`src/rtl/seq_mac_multiplier.sv`:
```
// Iterative shift-add multiply-accumulate unit: one N x N multiply every N+3 cycles,
// with signed/unsigned operands, start/busy/done handshake and a sticky-overflow accumulator.
module seq_mac_multiplier #(
  parameter int unsigned N     = 8,
  parameter int unsigned ACC_W = 2 * N + 4
) (
  input  logic             clk,
  input  logic             rst,
  input  logic             start,
  input  logic [N-1:0]     x,
  input  logic [N-1:0]     y,
  input  logic             signed_mode,
  input  logic             acc_en,
  input  logic             acc_clr,
  output logic             busy,
  output logic             done,
  output logic [2*N-1:0]   out,
  output logic [ACC_W-1:0] acc_out,
  output logic             overflow
);

  localparam int unsigned CW = $clog2(N) + 1;

  typedef enum logic [1:0] {StIdle, StCalc, StSign, StDone} state_e;

  state_e             state_q, state_d;
  logic [N-1:0]       mcand_q, mplier_q;
  logic [2*N:0]       pp_q;
  logic [CW-1:0]      cnt_q;
  logic               sign_q, smode_q, acc_en_q;
  logic [2*N-1:0]     out_q;
  logic [ACC_W-1:0]   acc_q;
  logic               ov_q;

  logic [N-1:0]       x_mag, y_mag;
  logic [N:0]         upper_sum;
  logic [2*N:0]       pp_step;
  logic [2*N-1:0]     product;
  logic [ACC_W-1:0]   prod_ext;
  logic [ACC_W:0]     acc_sum;
  logic               ovf_now;

  // -2^(N-1) negates to itself, which reads correctly as the unsigned magnitude 2^(N-1)
  assign x_mag = (signed_mode && x[N-1]) ? (~x + N'(1)) : x;
  assign y_mag = (signed_mode && y[N-1]) ? (~y + N'(1)) : y;

  assign upper_sum = pp_q[2*N:N] + (mplier_q[0] ? {1'b0, mcand_q} : '0);
  assign pp_step   = {upper_sum, pp_q[N-1:0]} >> 1;

  assign product  = sign_q ? (~pp_q[2*N-1:0] + (2*N)'(1)) : pp_q[2*N-1:0];
  assign prod_ext = smode_q ? ACC_W'($signed(product)) : ACC_W'(product);
  assign acc_sum  = {1'b0, acc_q} + {1'b0, prod_ext};
  assign ovf_now  = smode_q ? ((acc_q[ACC_W-1] == prod_ext[ACC_W-1]) &&
                               (acc_sum[ACC_W-1] != acc_q[ACC_W-1]))
                            : acc_sum[ACC_W];

  always_comb begin
    state_d = state_q;
    unique case (state_q)
      StIdle:  if (start) state_d = StCalc;
      StCalc:  if (cnt_q == CW'(N - 1)) state_d = StSign;
      StSign:  state_d = StDone;
      StDone:  state_d = StIdle;
      default: state_d = StIdle;
    endcase
  end

  always_ff @(posedge clk or posedge rst) begin
    if (rst) begin
      state_q  <= StIdle;
      mcand_q  <= '0;
      mplier_q <= '0;
      pp_q     <= '0;
      cnt_q    <= '0;
      sign_q   <= 1'b0;
      smode_q  <= 1'b0;
      acc_en_q <= 1'b0;
      out_q    <= '0;
      acc_q    <= '0;
      ov_q     <= 1'b0;
    end else begin
      state_q <= state_d;
      if (state_q == StIdle) begin
        if (acc_clr) begin
          acc_q <= '0;
          ov_q  <= 1'b0;
        end
        if (start) begin
          mcand_q  <= x_mag;
          mplier_q <= y_mag;
          sign_q   <= signed_mode & (x[N-1] ^ y[N-1]);
          smode_q  <= signed_mode;
          acc_en_q <= acc_en;
          pp_q     <= '0;
          cnt_q    <= '0;
        end
      end else if (state_q == StCalc) begin
        pp_q     <= pp_step;
        mplier_q <= mplier_q >> 1;
        cnt_q    <= cnt_q + CW'(1);
      end else if (state_q == StSign) begin
        out_q <= product;
        if (acc_en_q) begin
          acc_q <= acc_sum[ACC_W-1:0];
          ov_q  <= ov_q | ovf_now;
        end
      end
    end
  end

  assign busy     = (state_q != StIdle);
  assign done     = (state_q == StDone);
  assign out      = out_q;
  assign acc_out  = acc_q;
  assign overflow = ov_q;

endmodule

```
`config.mk`:
```
export PLATFORM = sky130hd
export DESIGN_NAME = seq_mac_multiplier
export DESIGN_NICKNAME = d
export VERILOG_FILES = /design/src/rtl/seq_mac_multiplier.sv
export SDC_FILE = /design/constraint.sdc
export NUM_CORES = 1
export LEC_CHECK = 0
export ABC_AREA = 0
export CORE_MARGIN = 2
export CORE_UTILIZATION = 56
export DETAILED_ROUTE_END_ITERATION = 10
export PLACE_DENSITY = 0.88
export RECOVER_POWER = 50
export SYNTH_ARGS = -nofsm -noshare
export SYNTH_HDL_FRONTEND = slang
export SYNTH_SLANG_ARGS = --single-unit
```
`constraint.sdc`:
```
create_clock -name clk -period 3.7 [get_ports clk]
set_input_delay 0.74 -clock clk [delete_from_list [all_inputs] [get_ports clk]]
set_output_delay 0.74 -clock clk [all_outputs]
set_load 0.01 [all_outputs]
```
Word-level counts from Yosys, hierarchy flattened
Cells that the tools add are included.
{"block": "totals", "register_bits": 79, "input_bits": 22, "out_inout_bits": 39, "elab_cells": 76}
{"block": "classes", "n_addsub": 6, "n_eq_ne": 10, "muxes": 28, "bitwise": 8, "n_reduce_logical": 13}
{"cell": "$mux W20", "n": 6}
{"cell": "$mux W17", "n": 3}
{"cell": "$mux W8", "n": 6}
{"cell": "$add A20 B20 Y21", "n": 1}
{"cell": "$add A16 B1 Y16 const B", "n": 1}
{"cell": "$add A8 B1 Y8 const B", "n": 2}
{"cell": "$mux W16", "n": 1}
{"cell": "$not A16 Y16", "n": 1}
{"cell": "$not A8 Y8", "n": 2}
{"cell": "$mux W4", "n": 3}
{"cell": "$add A9 B8 Y9", "n": 1}
{"cell": "$ne A2 B2 Y1 const B", "n": 4}
{"cell": "$pmux W2 S4", "n": 1}
{"cell": "$reduce_bool A2 Y1", "n": 4}
{"cell": "$mux W1", "n": 6}
{"cell": "$reduce_and A2 Y1", "n": 3}
{"cell": "$add A4 B1 Y4 const B", "n": 1}
{"cell": "$eq A2 B2 Y1 const B", "n": 2}
{"cell": "$eq A4 B3 Y1 const B", "n": 1}
{"cell": "$mux W2", "n": 2}
{"cell": "$reduce_and A4 Y1", "n": 1}
{"cell": "$logic_and A1 B1 Y1", "n": 3}
{"cell": "$reduce_and A3 Y1", "n": 1}
{"cell": "$eq A2 B1 Y1 const B", "n": 1}
{"cell": "7 further kinds", "n": 8}

Depth between registers and ports, before layout
{"block": "logic_depth", "ltp_word": 13, "depth_mapped": 15, "mapped_depth_nobuf": 15}

Least setup slack after synthesis
OpenSTA, ideal clock, no wires.
{"block": "synth_path", "path_type": "register -> register", "from": "reg pp_q[3]", "to": "reg acc_q[17], in the netlist acc_out[17]", "setup_ns": 0.121, "arrival_time_ns": 3.243, "required_time_ns": 3.579, "slack_ns": 0.336, "path_stages_with_launch": 14, "path_buffers": 0, "period_less_slack_ns": 3.364, "cell_sequence": "dfrtp_1 > or4_4 > or3_1 > nand2_1 > xnor2_1 > ha_1 > nand2_1 > nor4_1 > o31ai_1 > a21oi_1 > o21ai_0 > a21oi_1 > xnor2_1 > a22o_1"}
{"block": "synth_via", "elab_chain_cells": 9}
{"item": "from (decl)", "line_no": "28", "text": "logic [2*N:0] pp_q;"}
{"item": "from (signal assigned)", "line_no": "98", "text": "pp_q <= pp_step;"}
{"item": "$not A16 Y16", "line_no": "50", "text": "assign product = sign_q ? (~pp_q[2*N-1:0] + (2*N)'(1)) : pp_q[2*N-1:0];"}
{"item": "$add A16 B1 Y16", "line_no": "50"}
{"item": "$mux W16", "line_no": "50"}
{"item": "$mux W20", "line_no": "51", "text": "assign prod_ext = smode_q ? ACC_W'($signed(product)) : ACC_W'(product);"}
{"item": "net prod_ext[8]", "line_no": "39", "text": "logic [ACC_W-1:0] prod_ext;"}
{"item": "$add A20 B20 Y21", "line_no": "52", "text": "assign acc_sum = {1'b0, acc_q} + {1'b0, prod_ext};"}
{"item": "$mux W20", "line_no": "103", "text": "if (acc_en_q) begin"}
{"item": "$mux W20", "line_no": "101", "text": "end else if (state_q == StSign) begin"}
{"item": "$mux W20", "line_no": "97", "text": "end else if (state_q == StCalc) begin"}
{"item": "$mux W20", "line_no": "83", "text": "if (state_q == StIdle) begin"}
{"item": "to (signal assigned)", "line_no": "104", "text": "acc_q <= acc_sum[ACC_W-1:0];"}
{"item": "to (decl)", "line_no": "32", "text": "logic [ACC_W-1:0] acc_q;"}
The timed path passes the listed nets, and every way through them passes these cells. The select of a mux whose other input is x is not followed.
A chain may end at the register's enable or synchronous reset.

Worst setup path after layout
{"block": "layout_path", "from": "reg pp_q[3]", "to": "reg acc_q[15], in the netlist acc_out[15]"}
The elaborated chain is that of the path after synthesis.

==> qor.txt <==
Hold Crit Class: flop to flop
top cell type's share of synthesized area: 0.403
failing checks: capacitance limit, slew limit
Primary FF master, synth: dfrtp_1
cell count after synthesis: 492
layout cell share with drive strength beyond 1: 0.125
root buf cell: clkbuf_8
Inst Count DP: 652
FF+latch area: 1950 um^2
hpwl dp: 7890 um
fmax: 278 MHz
port bufs: 60
final core utilization: 0.709
Sum Neg Setup Slack: 0 ns
cell taking the most area after synthesis: dfrtp_1
Fill cells: 617
vias per cell: 5.96
Critical Path RT: 3.95 ns
final WL: 10,900 um
drt wl/cell: 16.2 um
max-slew violation count: 79
Total GRT Usage: 0.233
largest net degree at the start of global routing: 79
setup ws final: 0.100 ns
dpl ws: 0.0605 ns
Antenna Cells: 0
final cell count without fillers: 672
Core Region: 8300 um^2
Final GP Congestion: 0.799
Async SR Flop Fraction: 1.00
WS Path Type: flop to flop
# DRC: 0
CP startpoint: pp_q[3]
Worst Setup End Kind: flop
Post-layout nets: 619
H-tree depth: 3
Synthesis Warnings: 0
vias in the first global route: 4,005
Syn Nets: 549
initial antenna violation count: 0
Initial DRC Count: 272
final setup fails: 0
io pins: 61
VDD IR max: 0.370 mV
clk_skew: 0.00900 ns
reg2reg start: pp_q[3]
Max Cap Viol: 1
first-pass GRT wire length: 18,100 um
Fin. Hold Viols: 0
Post-DRT Antenna Nets: 0
most frequent cells in the layout: dfrtp_1 (76), clkdlybuf4s50_1 (52), nand2_1 (43)
first drt pass iteration count: 5
Final period util: 0.973
slew of the pin with the lowest slew margin: 1.90 ns
commonest non-fill, non-tap cell in the layout: dfrtp_1
maximum fanout along the worst path: 6
cell area after synthesis: 4840 um^2
number of buffers created by CTS: 9
Synth cell types: 55
grt ovf: 0
CTS tree: built
Worst-path clk slew: 0.08 ns
sequential share of the synthesized area: 0.403
Chip Width: 97.0 um
fin crit period: 3.60 ns
Vias: 4,004
Pleak: 2.71 nW
normalized max-slew margin: -0.268
standard-cell row count: 33
Yosys reg bits: 78
Critical Path AT: 3.85 ns
CTS Buffer Depth: 2
Post-synth EDFFs: 0
multi-input gate area in the final layout: 2780 um^2
PwrDens: 891 nW/um^2
Avg Cell Area, Syn: 9.83 um^2
Area contributors post-synth: dfrtp_1 (40%), ha_1 (8.5%), xnor2_1 (6.2%)
worst skew pair latency: 0.36 ns
Die ar.: 9400 um^2
crit path launch type: flop
Sink Count: 78
Die Height: 97.0 um
HP Start: mcand_q[4]
synthesis-to-layout area growth: 21.5%
outcome: finished with violations
initial core utilization: 0.583
[Yosys cell counts (6+ instances only)]
cell type / instances
and2_1: 8
nand2_1: 43
nor2_1: 29
xor2_1: 11
inv_1: 24
a22oi_1: 7
a22o_1: 22
o31ai_1: 8
o21bai_1: 7
dfrtp_1: 78
nand3_1: 7
a21oi_1: 29
a211oi_1: 6
ha_1: 33
o21ai_0: 37
mux2_2: 16
a21o_1: 7
xnor2_1: 34
clkbuf_1: 14
[worst paths after layout]
kind / slack, ns / cells past startpoint / endpoint
max: 0.10 / 14 / acc_out[15]
min: 0.47 / 2 / mcand_q[4]
max reg2reg: 0.10 / 14 / acc_out[15]
min reg2reg: 0.47 / 2 / mcand_q[4]
max in group asynchronous: 0.96 / 3 / pp_q[3]
min in group asynchronous: 1.50 / 3 / mplier_q[5]
[critical path: stages (launching register included)]
cell and delay [ns]:
dfrtp_2 0.44, or4_4 0.59, or3_4 0.42, nand2_1 0.10
xnor2_1 0.17, ha_1 0.33, a21oi_1 0.15, o21ai_1 0.11
nor3_1 0.20, a21oi_1 0.11, buf_4 0.18, a211oi_1 0.24
o21ai_0 0.13, xor2_1 0.16, a22o_1 0.18
[state kept, by name (all words and copies together), names as in the netlist]
name / cells
overflow: 1
mplier_q: 8
cnt_q: 4
sign_q: 1
smode_q: 1
acc_out: 20
state_q: 2
acc_en_q: 1
out: 16
mcand_q: 8
pp_q: 16
[cell type report]
type	count	share of cell area
Multi-Input combinational cell	374	0.473
Tap cell	105	0.0223
Clock inverter	6	0.0147
Clock buffer	10	0.0217
Timing Repair Buffer	74	0.120
Inverter	25	0.0164
Sequential cell	78	0.332
[power by group]
group	leakage [nW]	total (mW)	switching, mW	internal [mW]
registers	1.02	1.51	0.316	1.19
clock network	0.106	0.698	0.319	0.379
logic	1.58	3.03	1.61	1.42
total	2.71	5.24	2.25	2.99
[metal layers]
metal | up-vias | share of wire | track usage
li1 | 1921 | - | -
met1 | 1932 | 0.42 | 0.284
met2 | 124 | 0.51 | 0.410
met3 | 27 | 0.050 | 0.0441
met4 | 0 | 0.021 | 0.0823
met5 | - | 0 | 0
[cell families after synthesis]
group,Yosys count,synth area share
compound gates,152,0.220
mux,19,0.0434
flops,78,0.403
xor+xnor,46,0.0848
simple gates,122,0.124
fa+ha+maj,35,0.0936
buf+inv,40,0.0315
[stage by stage]
step / instance area, um^2 / power [mW] / hold slack [ns]
5_1_grt: 5880 / 5.63 / 0.513
3_3_place_gp: 5610 / 4.27 / 0.455
6_report: 5880 / 5.24 / 0.474
4_1_cts: 5820 / 5.12 / 0.480
3_5_place_dp: 5610 / 4.40 / 0.462
2_1_floorplan: 4840 / 3.50 / 0.442
[timing repair]
item                                   4_1_cts  5_1_grt
hold buffers                                 0        0
resized for setup                            0       13
endpoints found under the hold margin        0        0
setup endpoints to repair                    0        5
setup buffers                                0        4
Note: power is estimated with default switching activity, not from simulation.
